===== config.mk =====
export PLATFORM = sky130hd
export DESIGN_NAME = sdc_dma_wb2axi_flat
export DESIGN_NICKNAME = d
export VERILOG_FILES = /design/src/rtl/sdc_dma_wb2axi_if.sv /design/src/rtl/sdc_dma_wb2axi.sv /design/src/flat_wrapper.sv
export SDC_FILE = /design/constraint.sdc
export NUM_CORES = 1
export LEC_CHECK = 0
export BUFFER_PORTS_ARGS = -buffer_cell sky130_fd_sc_hd__buf_2
export CAP_MARGIN = 0
export CORE_MARGIN = 3
export CORE_UTILIZATION = 35
export DETAILED_ROUTE_END_ITERATION = 8
export PLACE_DENSITY = 0.63
export SYNTH_ARGS = -nofsm -noshare
export SYNTH_HDL_FRONTEND = slang
export SYNTH_SLANG_ARGS = --single-unit

===== constraint.sdc =====
create_clock -name aclk -period 5 [get_ports aclk]
set_input_delay 0.5 -clock aclk [delete_from_list [all_inputs] [get_ports aclk]]
set_output_delay 0.5 -clock aclk [all_outputs]
set_load 0.05 [all_outputs]

===== src/rtl/sdc_dma_wb2axi_if.sv =====
// Bus bundles for the SD DMA bridge: classic Wishbone and single-beat AXI4.

// Classic Wishbone DMA port; master is the SD controller, slave is the bridge.
interface sdc_dma_wb_if;
  logic        wb_cyc_i;
  logic        wb_stb_i;
  logic        wb_we_i;
  logic [31:0] wb_adr_i;
  logic [3:0]  wb_sel_i;
  logic [31:0] wb_dat_i;
  logic [31:0] wb_dat_o;
  logic        wb_ack_o;
  logic        wb_err_o;

  modport master (
    output wb_cyc_i, wb_stb_i, wb_we_i, wb_adr_i, wb_sel_i, wb_dat_i,
    input  wb_dat_o, wb_ack_o, wb_err_o
  );

  modport slave (
    input  wb_cyc_i, wb_stb_i, wb_we_i, wb_adr_i, wb_sel_i, wb_dat_i,
    output wb_dat_o, wb_ack_o, wb_err_o
  );
endinterface

// AXI4 port; master is the bridge, slave is the interconnect DMA port.
interface sdc_dma_axi_if #(
  parameter int unsigned AXI_ID_WIDTH = 4
);
  logic [AXI_ID_WIDTH-1:0] aw_id;
  logic [31:0]             aw_addr;
  logic [7:0]              aw_len;
  logic [2:0]              aw_size;
  logic [1:0]              aw_burst;
  logic                    aw_valid;
  logic                    aw_ready;

  logic [31:0]             w_data;
  logic [3:0]              w_strb;
  logic                    w_last;
  logic                    w_valid;
  logic                    w_ready;

  logic [AXI_ID_WIDTH-1:0] b_id;
  logic [1:0]              b_resp;
  logic                    b_valid;
  logic                    b_ready;

  logic [AXI_ID_WIDTH-1:0] ar_id;
  logic [31:0]             ar_addr;
  logic [7:0]              ar_len;
  logic [2:0]              ar_size;
  logic [1:0]              ar_burst;
  logic                    ar_valid;
  logic                    ar_ready;

  logic [AXI_ID_WIDTH-1:0] r_id;
  logic [31:0]             r_data;
  logic [1:0]              r_resp;
  logic                    r_last;
  logic                    r_valid;
  logic                    r_ready;

  modport master (
    output aw_id, aw_addr, aw_len, aw_size, aw_burst, aw_valid,
    input  aw_ready,
    output w_data, w_strb, w_last, w_valid,
    input  w_ready,
    input  b_id, b_resp, b_valid,
    output b_ready,
    output ar_id, ar_addr, ar_len, ar_size, ar_burst, ar_valid,
    input  ar_ready,
    input  r_id, r_data, r_resp, r_last, r_valid,
    output r_ready
  );

  modport slave (
    input  aw_id, aw_addr, aw_len, aw_size, aw_burst, aw_valid,
    output aw_ready,
    input  w_data, w_strb, w_last, w_valid,
    output w_ready,
    output b_id, b_resp, b_valid,
    input  b_ready,
    input  ar_id, ar_addr, ar_len, ar_size, ar_burst, ar_valid,
    output ar_ready,
    output r_id, r_data, r_resp, r_last, r_valid,
    input  r_ready
  );
endinterface


===== src/rtl/sdc_dma_wb2axi.sv =====
// Single-outstanding bridge: one classic Wishbone cycle -> one single-beat AXI4
// transaction. Abandoned Wishbone cycles still let AXI finish, silently.
module sdc_dma_wb2axi #(
  parameter int unsigned AXI_ID_WIDTH = 4,
  parameter int unsigned AXI_ID       = 1
) (
  input  logic          aclk,
  input  logic          aresetn,
  sdc_dma_wb_if.slave   wb,
  sdc_dma_axi_if.master axi
);

  localparam int unsigned ADDR_W = 32;
  localparam int unsigned DATA_W = 32;
  localparam int unsigned STRB_W = 4;

  localparam logic [7:0] AXI_LEN   = 8'd0;
  localparam logic [2:0] AXI_SIZE  = 3'b010;
  localparam logic [1:0] AXI_BURST = 2'b01;

  typedef enum logic [2:0] {
    S_IDLE,
    S_WR_REQ,
    S_WR_RESP,
    S_RD_REQ,
    S_RD_RESP,
    S_DONE
  } state_t;

  state_t              r_state;
  logic [ADDR_W-1:0]   r_addr;
  logic [DATA_W-1:0]   r_wdata;
  logic [DATA_W-1:0]   r_rdata;
  logic [STRB_W-1:0]   r_sel;
  logic                r_aw_valid;
  logic                r_w_valid;
  logic                r_aw_done;
  logic                r_w_done;
  logic                r_b_ready;
  logic                r_ar_valid;
  logic                r_r_ready;
  logic                r_ack;
  logic                r_err;
  logic                r_abandon;

  logic                w_req;
  logic                w_aw_hs;
  logic                w_w_hs;
  logic                w_abandon;
  logic                w_in_axi;
  logic                w_unused;

  assign w_req     = wb.wb_cyc_i & wb.wb_stb_i;
  assign w_aw_hs   = r_aw_valid & axi.aw_ready;
  assign w_w_hs    = r_w_valid & axi.w_ready;
  // A cycle dropping on the same edge as the response also counts as abandoned.
  assign w_abandon = r_abandon | ~wb.wb_cyc_i;
  assign w_in_axi  = (r_state != S_IDLE) && (r_state != S_DONE);

  // Bridge FSM: latch request, run the AXI transaction, report once on Wishbone.
  always_ff @(posedge aclk or negedge aresetn) begin
    if (!aresetn) begin
      r_state    <= S_IDLE;
      r_addr     <= '0;
      r_wdata    <= '0;
      r_rdata    <= '0;
      r_sel      <= '0;
      r_aw_valid <= 1'b0;
      r_w_valid  <= 1'b0;
      r_aw_done  <= 1'b0;
      r_w_done   <= 1'b0;
      r_b_ready  <= 1'b0;
      r_ar_valid <= 1'b0;
      r_r_ready  <= 1'b0;
      r_ack      <= 1'b0;
      r_err      <= 1'b0;
      r_abandon  <= 1'b0;
    end else begin
      r_ack <= 1'b0;
      r_err <= 1'b0;
      if (w_in_axi && !wb.wb_cyc_i) begin
        r_abandon <= 1'b1;
      end

      case (r_state)
        S_IDLE: begin
          r_abandon <= 1'b0;
          if (w_req) begin
            r_addr  <= {wb.wb_adr_i[ADDR_W-1:2], 2'b00};
            r_sel   <= wb.wb_sel_i;
            r_wdata <= wb.wb_dat_i;
            if (wb.wb_we_i) begin
              r_aw_valid <= 1'b1;
              r_w_valid  <= 1'b1;
              r_aw_done  <= 1'b0;
              r_w_done   <= 1'b0;
              r_state    <= S_WR_REQ;
            end else begin
              r_ar_valid <= 1'b1;
              r_state    <= S_RD_REQ;
            end
          end
        end

        S_WR_REQ: begin
          if (w_aw_hs) begin
            r_aw_valid <= 1'b0;
            r_aw_done  <= 1'b1;
          end
          if (w_w_hs) begin
            r_w_valid <= 1'b0;
            r_w_done  <= 1'b1;
          end
          if ((r_aw_done | w_aw_hs) & (r_w_done | w_w_hs)) begin
            r_b_ready <= 1'b1;
            r_state   <= S_WR_RESP;
          end
        end

        S_WR_RESP: begin
          if (axi.b_valid) begin
            r_b_ready <= 1'b0;
            if (w_abandon) begin
              r_abandon <= 1'b0;
              r_state   <= S_IDLE;
            end else begin
              r_ack   <= ~axi.b_resp[1];
              r_err   <= axi.b_resp[1];
              r_state <= S_DONE;
            end
          end
        end

        S_RD_REQ: begin
          if (axi.ar_ready) begin
            r_ar_valid <= 1'b0;
            r_r_ready  <= 1'b1;
            r_state    <= S_RD_RESP;
          end
        end

        S_RD_RESP: begin
          if (axi.r_valid) begin
            r_r_ready <= 1'b0;
            r_rdata   <= axi.r_data;
            if (w_abandon) begin
              r_abandon <= 1'b0;
              r_state   <= S_IDLE;
            end else begin
              r_ack   <= ~axi.r_resp[1];
              r_err   <= axi.r_resp[1];
              r_state <= S_DONE;
            end
          end
        end

        S_DONE: begin
          r_abandon <= 1'b0;
          r_state   <= S_IDLE;
        end

        default: begin
          r_state <= S_IDLE;
        end
      endcase
    end
  end

  // Wishbone side outputs.
  assign wb.wb_dat_o = r_rdata;
  assign wb.wb_ack_o = r_ack;
  assign wb.wb_err_o = r_err;

  // AXI write address/data/response channels.
  assign axi.aw_id    = AXI_ID_WIDTH'(AXI_ID);
  assign axi.aw_addr  = r_addr;
  assign axi.aw_len   = AXI_LEN;
  assign axi.aw_size  = AXI_SIZE;
  assign axi.aw_burst = AXI_BURST;
  assign axi.aw_valid = r_aw_valid;
  assign axi.w_data   = r_wdata;
  assign axi.w_strb   = r_sel;
  assign axi.w_last   = 1'b1;
  assign axi.w_valid  = r_w_valid;
  assign axi.b_ready  = r_b_ready;

  // AXI read address/data channels.
  assign axi.ar_id    = AXI_ID_WIDTH'(AXI_ID);
  assign axi.ar_addr  = r_addr;
  assign axi.ar_len   = AXI_LEN;
  assign axi.ar_size  = AXI_SIZE;
  assign axi.ar_burst = AXI_BURST;
  assign axi.ar_valid = r_ar_valid;
  assign axi.r_ready  = r_r_ready;

  // IDs, r_last and the low resp/address bits carry no information here.
  assign w_unused = ^{axi.b_id, axi.r_id, axi.r_last, axi.b_resp[0],
                      axi.r_resp[0], wb.wb_adr_i[1:0]};

endmodule

===== src/flat_wrapper.sv =====
// flat-port wrapper written by rule: the top's interface ports become plain ports
module sdc_dma_wb2axi_flat 
#(
  parameter int unsigned AXI_ID_WIDTH = 4,
  parameter int unsigned AXI_ID       = 1
)
  (aclk, aresetn, wb_wb_cyc_i, wb_wb_stb_i, wb_wb_we_i, wb_wb_adr_i, wb_wb_sel_i, wb_wb_dat_i, wb_wb_dat_o, wb_wb_ack_o, wb_wb_err_o, axi_aw_id, axi_aw_addr, axi_aw_len, axi_aw_size, axi_aw_burst, axi_aw_valid, axi_aw_ready, axi_w_data, axi_w_strb, axi_w_last, axi_w_valid, axi_w_ready, axi_b_id, axi_b_resp, axi_b_valid, axi_b_ready, axi_ar_id, axi_ar_addr, axi_ar_len, axi_ar_size, axi_ar_burst, axi_ar_valid, axi_ar_ready, axi_r_id, axi_r_data, axi_r_resp, axi_r_last, axi_r_valid, axi_r_ready);
  sdc_dma_wb_if wb_i ();
  sdc_dma_axi_if #(.AXI_ID_WIDTH(AXI_ID_WIDTH)) axi_i ();
  input  logic aclk;
  input  logic aresetn;
  input wire logic [$bits(wb_i.wb_cyc_i)-1:0] wb_wb_cyc_i;
  input wire logic [$bits(wb_i.wb_stb_i)-1:0] wb_wb_stb_i;
  input wire logic [$bits(wb_i.wb_we_i)-1:0] wb_wb_we_i;
  input wire logic [$bits(wb_i.wb_adr_i)-1:0] wb_wb_adr_i;
  input wire logic [$bits(wb_i.wb_sel_i)-1:0] wb_wb_sel_i;
  input wire logic [$bits(wb_i.wb_dat_i)-1:0] wb_wb_dat_i;
  output wire logic [$bits(wb_i.wb_dat_o)-1:0] wb_wb_dat_o;
  output wire logic [$bits(wb_i.wb_ack_o)-1:0] wb_wb_ack_o;
  output wire logic [$bits(wb_i.wb_err_o)-1:0] wb_wb_err_o;
  output wire logic [$bits(axi_i.aw_id)-1:0] axi_aw_id;
  output wire logic [$bits(axi_i.aw_addr)-1:0] axi_aw_addr;
  output wire logic [$bits(axi_i.aw_len)-1:0] axi_aw_len;
  output wire logic [$bits(axi_i.aw_size)-1:0] axi_aw_size;
  output wire logic [$bits(axi_i.aw_burst)-1:0] axi_aw_burst;
  output wire logic [$bits(axi_i.aw_valid)-1:0] axi_aw_valid;
  input wire logic [$bits(axi_i.aw_ready)-1:0] axi_aw_ready;
  output wire logic [$bits(axi_i.w_data)-1:0] axi_w_data;
  output wire logic [$bits(axi_i.w_strb)-1:0] axi_w_strb;
  output wire logic [$bits(axi_i.w_last)-1:0] axi_w_last;
  output wire logic [$bits(axi_i.w_valid)-1:0] axi_w_valid;
  input wire logic [$bits(axi_i.w_ready)-1:0] axi_w_ready;
  input wire logic [$bits(axi_i.b_id)-1:0] axi_b_id;
  input wire logic [$bits(axi_i.b_resp)-1:0] axi_b_resp;
  input wire logic [$bits(axi_i.b_valid)-1:0] axi_b_valid;
  output wire logic [$bits(axi_i.b_ready)-1:0] axi_b_ready;
  output wire logic [$bits(axi_i.ar_id)-1:0] axi_ar_id;
  output wire logic [$bits(axi_i.ar_addr)-1:0] axi_ar_addr;
  output wire logic [$bits(axi_i.ar_len)-1:0] axi_ar_len;
  output wire logic [$bits(axi_i.ar_size)-1:0] axi_ar_size;
  output wire logic [$bits(axi_i.ar_burst)-1:0] axi_ar_burst;
  output wire logic [$bits(axi_i.ar_valid)-1:0] axi_ar_valid;
  input wire logic [$bits(axi_i.ar_ready)-1:0] axi_ar_ready;
  input wire logic [$bits(axi_i.r_id)-1:0] axi_r_id;
  input wire logic [$bits(axi_i.r_data)-1:0] axi_r_data;
  input wire logic [$bits(axi_i.r_resp)-1:0] axi_r_resp;
  input wire logic [$bits(axi_i.r_last)-1:0] axi_r_last;
  input wire logic [$bits(axi_i.r_valid)-1:0] axi_r_valid;
  output wire logic [$bits(axi_i.r_ready)-1:0] axi_r_ready;
  assign wb_i.wb_cyc_i = wb_wb_cyc_i;
  assign wb_i.wb_stb_i = wb_wb_stb_i;
  assign wb_i.wb_we_i = wb_wb_we_i;
  assign wb_i.wb_adr_i = wb_wb_adr_i;
  assign wb_i.wb_sel_i = wb_wb_sel_i;
  assign wb_i.wb_dat_i = wb_wb_dat_i;
  assign wb_wb_dat_o = wb_i.wb_dat_o;
  assign wb_wb_ack_o = wb_i.wb_ack_o;
  assign wb_wb_err_o = wb_i.wb_err_o;
  assign axi_aw_id = axi_i.aw_id;
  assign axi_aw_addr = axi_i.aw_addr;
  assign axi_aw_len = axi_i.aw_len;
  assign axi_aw_size = axi_i.aw_size;
  assign axi_aw_burst = axi_i.aw_burst;
  assign axi_aw_valid = axi_i.aw_valid;
  assign axi_i.aw_ready = axi_aw_ready;
  assign axi_w_data = axi_i.w_data;
  assign axi_w_strb = axi_i.w_strb;
  assign axi_w_last = axi_i.w_last;
  assign axi_w_valid = axi_i.w_valid;
  assign axi_i.w_ready = axi_w_ready;
  assign axi_i.b_id = axi_b_id;
  assign axi_i.b_resp = axi_b_resp;
  assign axi_i.b_valid = axi_b_valid;
  assign axi_b_ready = axi_i.b_ready;
  assign axi_ar_id = axi_i.ar_id;
  assign axi_ar_addr = axi_i.ar_addr;
  assign axi_ar_len = axi_i.ar_len;
  assign axi_ar_size = axi_i.ar_size;
  assign axi_ar_burst = axi_i.ar_burst;
  assign axi_ar_valid = axi_i.ar_valid;
  assign axi_i.ar_ready = axi_ar_ready;
  assign axi_i.r_id = axi_r_id;
  assign axi_i.r_data = axi_r_data;
  assign axi_i.r_resp = axi_r_resp;
  assign axi_i.r_last = axi_r_last;
  assign axi_i.r_valid = axi_r_valid;
  assign axi_r_ready = axi_i.r_ready;
  sdc_dma_wb2axi #(.AXI_ID_WIDTH(AXI_ID_WIDTH), .AXI_ID(AXI_ID)) u_core (.aclk(aclk), .aresetn(aresetn), .wb(wb_i), .axi(axi_i));
endmodule

# Word-level counts from Yosys, hierarchy flattened
# Cells that the tools add are included.
# Widths: inputs -> output; s select.
[word_totals]
reg_bits = 111
output_inout_bits = 174
elab_cells = 103
[op_classes]
eq_ne = 15
mux = 45
n_bitwise = 10
reduce_logical = 18
[ops]
columns = ["cell", "count"]
rows = [
  ["$mux 1", 27],
  ["$mux 3", 6],
  ["$pmux 1 s2", 9],
  ["$pmux 3 s5", 1],
  ["$reduce_and 4->1", 3],
  ["$ne 2x2->1 const B", 5],
  ["$ne 2x1->1 const B", 4],
  ["$reduce_bool 2->1", 4],
  ["$eq 3x2->1 const B", 2],
  ["$eq 3x3->1 const B", 2],
  ["$reduce_and 3->1", 2],
  ["$reduce_and 5->1", 1],
  ["$and 1x1->1", 4],
  ["$reduce_and 2->1", 2],
  ["$eq 3x1->1 const B", 1],
  ["$logic_not 3->1", 1],
  ["$ne 3x3->1 const B", 1],
  ["$not 1->1", 3],
  ["$or 1x1->1", 3],
  ["$pmux 1 s3", 1],
  ["$reduce_bool 3->1", 1],
  ["$logic_and 1x1->1", 2],
  ["$mux 2", 1],
  ["$reduce_or 2->1", 1],
  ["$logic_not 1->1", 1],
]

# Logic depth before layout (Yosys ltp)
[logic_depth]
ltp_word = 7
ltp_mapped = 7
depth_no_buf = 4

# Least setup slack after synthesis
# Ideal clock, no wire load.
[synth_timing]
path_type = "flip-flop to flip-flop"
from = "register u_core.r_state[0]"
to = "register u_core.r_addr[10] (netlist: u_core.axi.ar_addr[10])"
setup_time_ns = 0.125
arrival_time_ns = 1.527
t_required_ns = 4.875
slack_ns = 3.349
path_stages_with_launch = 5
path_buffers = 2
synth_period_minus_slack_ns = 1.651
cell_sequence = "dfrtp_1 > buf_2 > nor4_4 > buf_6 > mux2_2"
[synth_between]
elab_chain_cells = 2
[synth_lines]
columns = ["element", "line", "rtl"]
rows = [
  ["from (decl)", "sdc_dma_wb2axi.sv:30", "state_t r_state;"],
  ["from (signal assigned)", "sdc_dma_wb2axi.sv:63", "r_state <= S_IDLE;"],
  ["from (signal assigned)", "sdc_dma_wb2axi.sv:97", "r_state <= S_WR_REQ;"],
  ["from (signal assigned)", "sdc_dma_wb2axi.sv:100", "r_state <= S_RD_REQ;"],
  ["$logic_not 3->1", "sdc_dma_wb2axi.sv:85", "case (r_state)"],
  ["$reduce_and 2->1 (no line)", "-", ""],
  ["to (signal assigned)", "sdc_dma_wb2axi.sv:89", "r_addr <= {wb.wb_adr_i[ADDR_W-1:2], 2'b00};"],
  ["to (decl)", "sdc_dma_wb2axi.sv:31", "logic [ADDR_W-1:0] r_addr;"],
]
# No other way between the ends.
# A chain may end at the register's enable or synchronous reset.

# Final worst setup path
[layout_timing]
from = "register u_core.r_state[2]"
to = "register u_core.r_addr[8] (netlist: u_core.axi.ar_addr[8])"
# Same word-level chain as after synthesis.

==> impl_metrics.yaml <==
status:
  outcome: "completed"
detailed_routing:
  route.vias.total: 3387
  drt_iter0_markers: 52
  via_per_inst: 4.492
  ant_nets: 0
  routed_wl_um: 10910
  routedWlPerCell_um: 14.47
  drc: 0
  first_pass_iters: 4
finish:
  regArea_um2: 2778
  fin_util_pct: 45.97
  drive_gt1_share_pct: 61.76
  area_growth_pct: 26.13
  nNetsFinal: 696
  multi_input_area_um2: 1635
  instances_no_fill: 754
  fillers: 1245
  n_antenna_cell: 0
yosys:
  synth_cells: 363
  ys_types: 31
  synth_common_cells: "dfrtp_1 (111), mux2_2 (92), buf_4 (69), a21oi_1 (13), nor2_1 (12)"
  synth_flop_cell: "dfrtp_1"
  seq_area_frac_synth_pct: 56.43
  synthArstFlopShare_pct: 100.0
  synth_top_cell_by_area: "dfrtp_1"
  yosys-top-cells-area: "dfrtp_1 (56%), mux2_2 (21%), buf_4 (11%)"
  ys_seq_elements: 111
  synth_edf_count: 0
  syn_avg_cell_area_um2: 13.56
  yosysWarnings: 0
  synth_area_um2: 4922
  yosysMostFrequentCell: "dfrtp_1"
  synth_top_area_share_pct: 56.43
global_route:
  overflow: 0
  grt_pass1_wl_um: 17730
  grt_max_degree: 68
  antenna_found_initial: 0
  grt_pass1_vias: 3518
  grt_use_total_pct: 13.94
placement:
  numPortBuffers: 244
  dp_hpwl_um: 8299
  gp_congestion: 0.7439
  dpl.cell_count: 738
die:
  core_um2: 13510
  pin_count: 297
  die_w_um: 124.6
  start_util_pct: 36.45
  dieArea_um2: 15520
  placementRows: 42
  die_h_um: 124.6
cts:
  cts_tree: "done"
  cts_inserted_buffers: 9
  clock_insertion_delay_worst_skew_ns: 0.35
  clock_sinks: 111
  hold_buffers: 0
  ctsResizeCount: 0
  cts-root-buf: "clkbuf_16"
  cts_buffer_depth: 2
  h-tree-depth: 3
  post_cts_buffers: 0
  path_clk_slew_ns: 0.07
timing:
  slew_viol_final: 0
  clock_skew_ns: 0.009865
  setup_violations: 0
  max_freq_mhz: 398.8
  rsz0062_at_grt: "no"
  hold_viol: 0
  period_needed_ns: 2.507
  max_slew_margin_pct: 23.83
  worstMarginPinSlew_ns: 1.134
  setup_tns_ns: 0
  period_share_pct: 50.15
  hold_ws_ns: 0.1257
min_path:
  holdCritPathClass: "input pin to asynchronous set/reset pin"
setup_path:
  required_ns: 5.23
  end_kind: "flip-flop"
  worstPathArrival_ns: 2.74
  path_class: "flip-flop to flip-flop"
  cp_max_fo: 55
  start_kind: "flip-flop"
run:
  maxCapViolCount: 0
==> metrics by stage <==
stage	worst slack, ns	area [um^2]
3_5_place_dp	2.402	5899
5_1_grt	2.297	6208
4_1_cts	2.423	6208
3_3_place_gp	2.464	5899
6_report	2.493	6208
2_1_floorplan	3.349	5061
==> placed cells by master (no fill, tap or decap), drive strengths merged <==
cell,instances
a211o,1
a21o,1
a21oi,13
a22o,2
a22oi,1
a31oi,3
a32o,1
and3,3
buf,247
bufinv,1
clkbuf,10
clkinv,2
clkinvlp,3
conb,39
dfrtp,111
inv,2
mux2,98
mux2i,1
nand2,8
nand2b,4
nand3,1
nand3b,2
nor2,12
nor3b,1
nor4,1
o2111ai,1
o21ai,5
o22ai,1
o32a,1
or3b,1
xor2,1
==> area by class of cell <==
| type | instances | share of cell area, % |
|---|---|---|
| Sequential cell | 111 | 44.74 |
| Clock buffer | 10 | 3.849 |
| Timing Repair Buffer | 247 | 20.27 |
| Multi-Input combinational cell | 202 | 26.34 |
| Tap cell | 176 | 3.547 |
| Inverter | 2 | 0.1209 |
| Clock inverter | 6 | 1.129 |
==> layer usage <==
layer / vias to the layer above / track usage (%) / wire length (um) / share of wire [%]
met1: 1632 / 15.66 / 4110 / 38
met4: 0 / 5.609 / 165 / 1.5
met5: - / 0 / 0 / 0
met3: 10 / 4.631 / 1085 / 9.9
met2: 181 / 24.33 / 5548 / 51
li1: 1564 / - / - / -
==> registers in the layout, indices dropped and copies added (netlist names), 3 cells and up <==
register / count
u_core.axi.w_data: 32
u_core.wb.wb_dat_o: 32
u_core.axi.ar_addr: 30
u_core.axi.w_strb: 4
u_core.r_state: 3
==> critical path, stage by stage (launching register included) <==
cell and delay (ns):
dfrtp_1 0.56, nor4_4 1.05, buf_12 0.37, mux2_2 0.38
==> cell families (layout without fill, tap and decap cells) <==
| kind of cell | after synthesis | count (layout) | share of synthesized area, % |
|---|---|---|---|
| buf+inv | 87 | 265 | 13.17 |
| mux | 99 | 99 | 22.62 |
| compound gates | 30 | 30 | 3.762 |
| other cells | 2 | 39 | 0.1526 |
| flops | 111 | 111 | 56.43 |
| xor+xnor | 1 | 1 | 0.1780 |
| simple gates | 33 | 33 | 3.686 |
==> worst paths after layout <==
path / start / cells after the start / slack [ns] / to
max: u_core.r_state[2] / 3 / 2.49 / u_core.axi.ar_addr[8]
min: aresetn / 1 / 0.13 / u_core.wb.wb_dat_o[12]
max reg2reg: u_core.r_state[2] / 3 / 2.49 / u_core.axi.ar_addr[8]
min reg2reg: u_core.wb.wb_dat_o[26] / 1 / 0.50 / u_core.wb.wb_dat_o[26]
max in group asynchronous: aresetn / 2 / 3.62 / u_core.axi.w_data[29]
min in group aclk: wb_wb_adr_i[25] / 2 / 0.37 / u_core.axi.ar_addr[25]
Power is not shown: default switching activity piles up to over one toggle a cycle in this logic, so the estimate is an artifact.
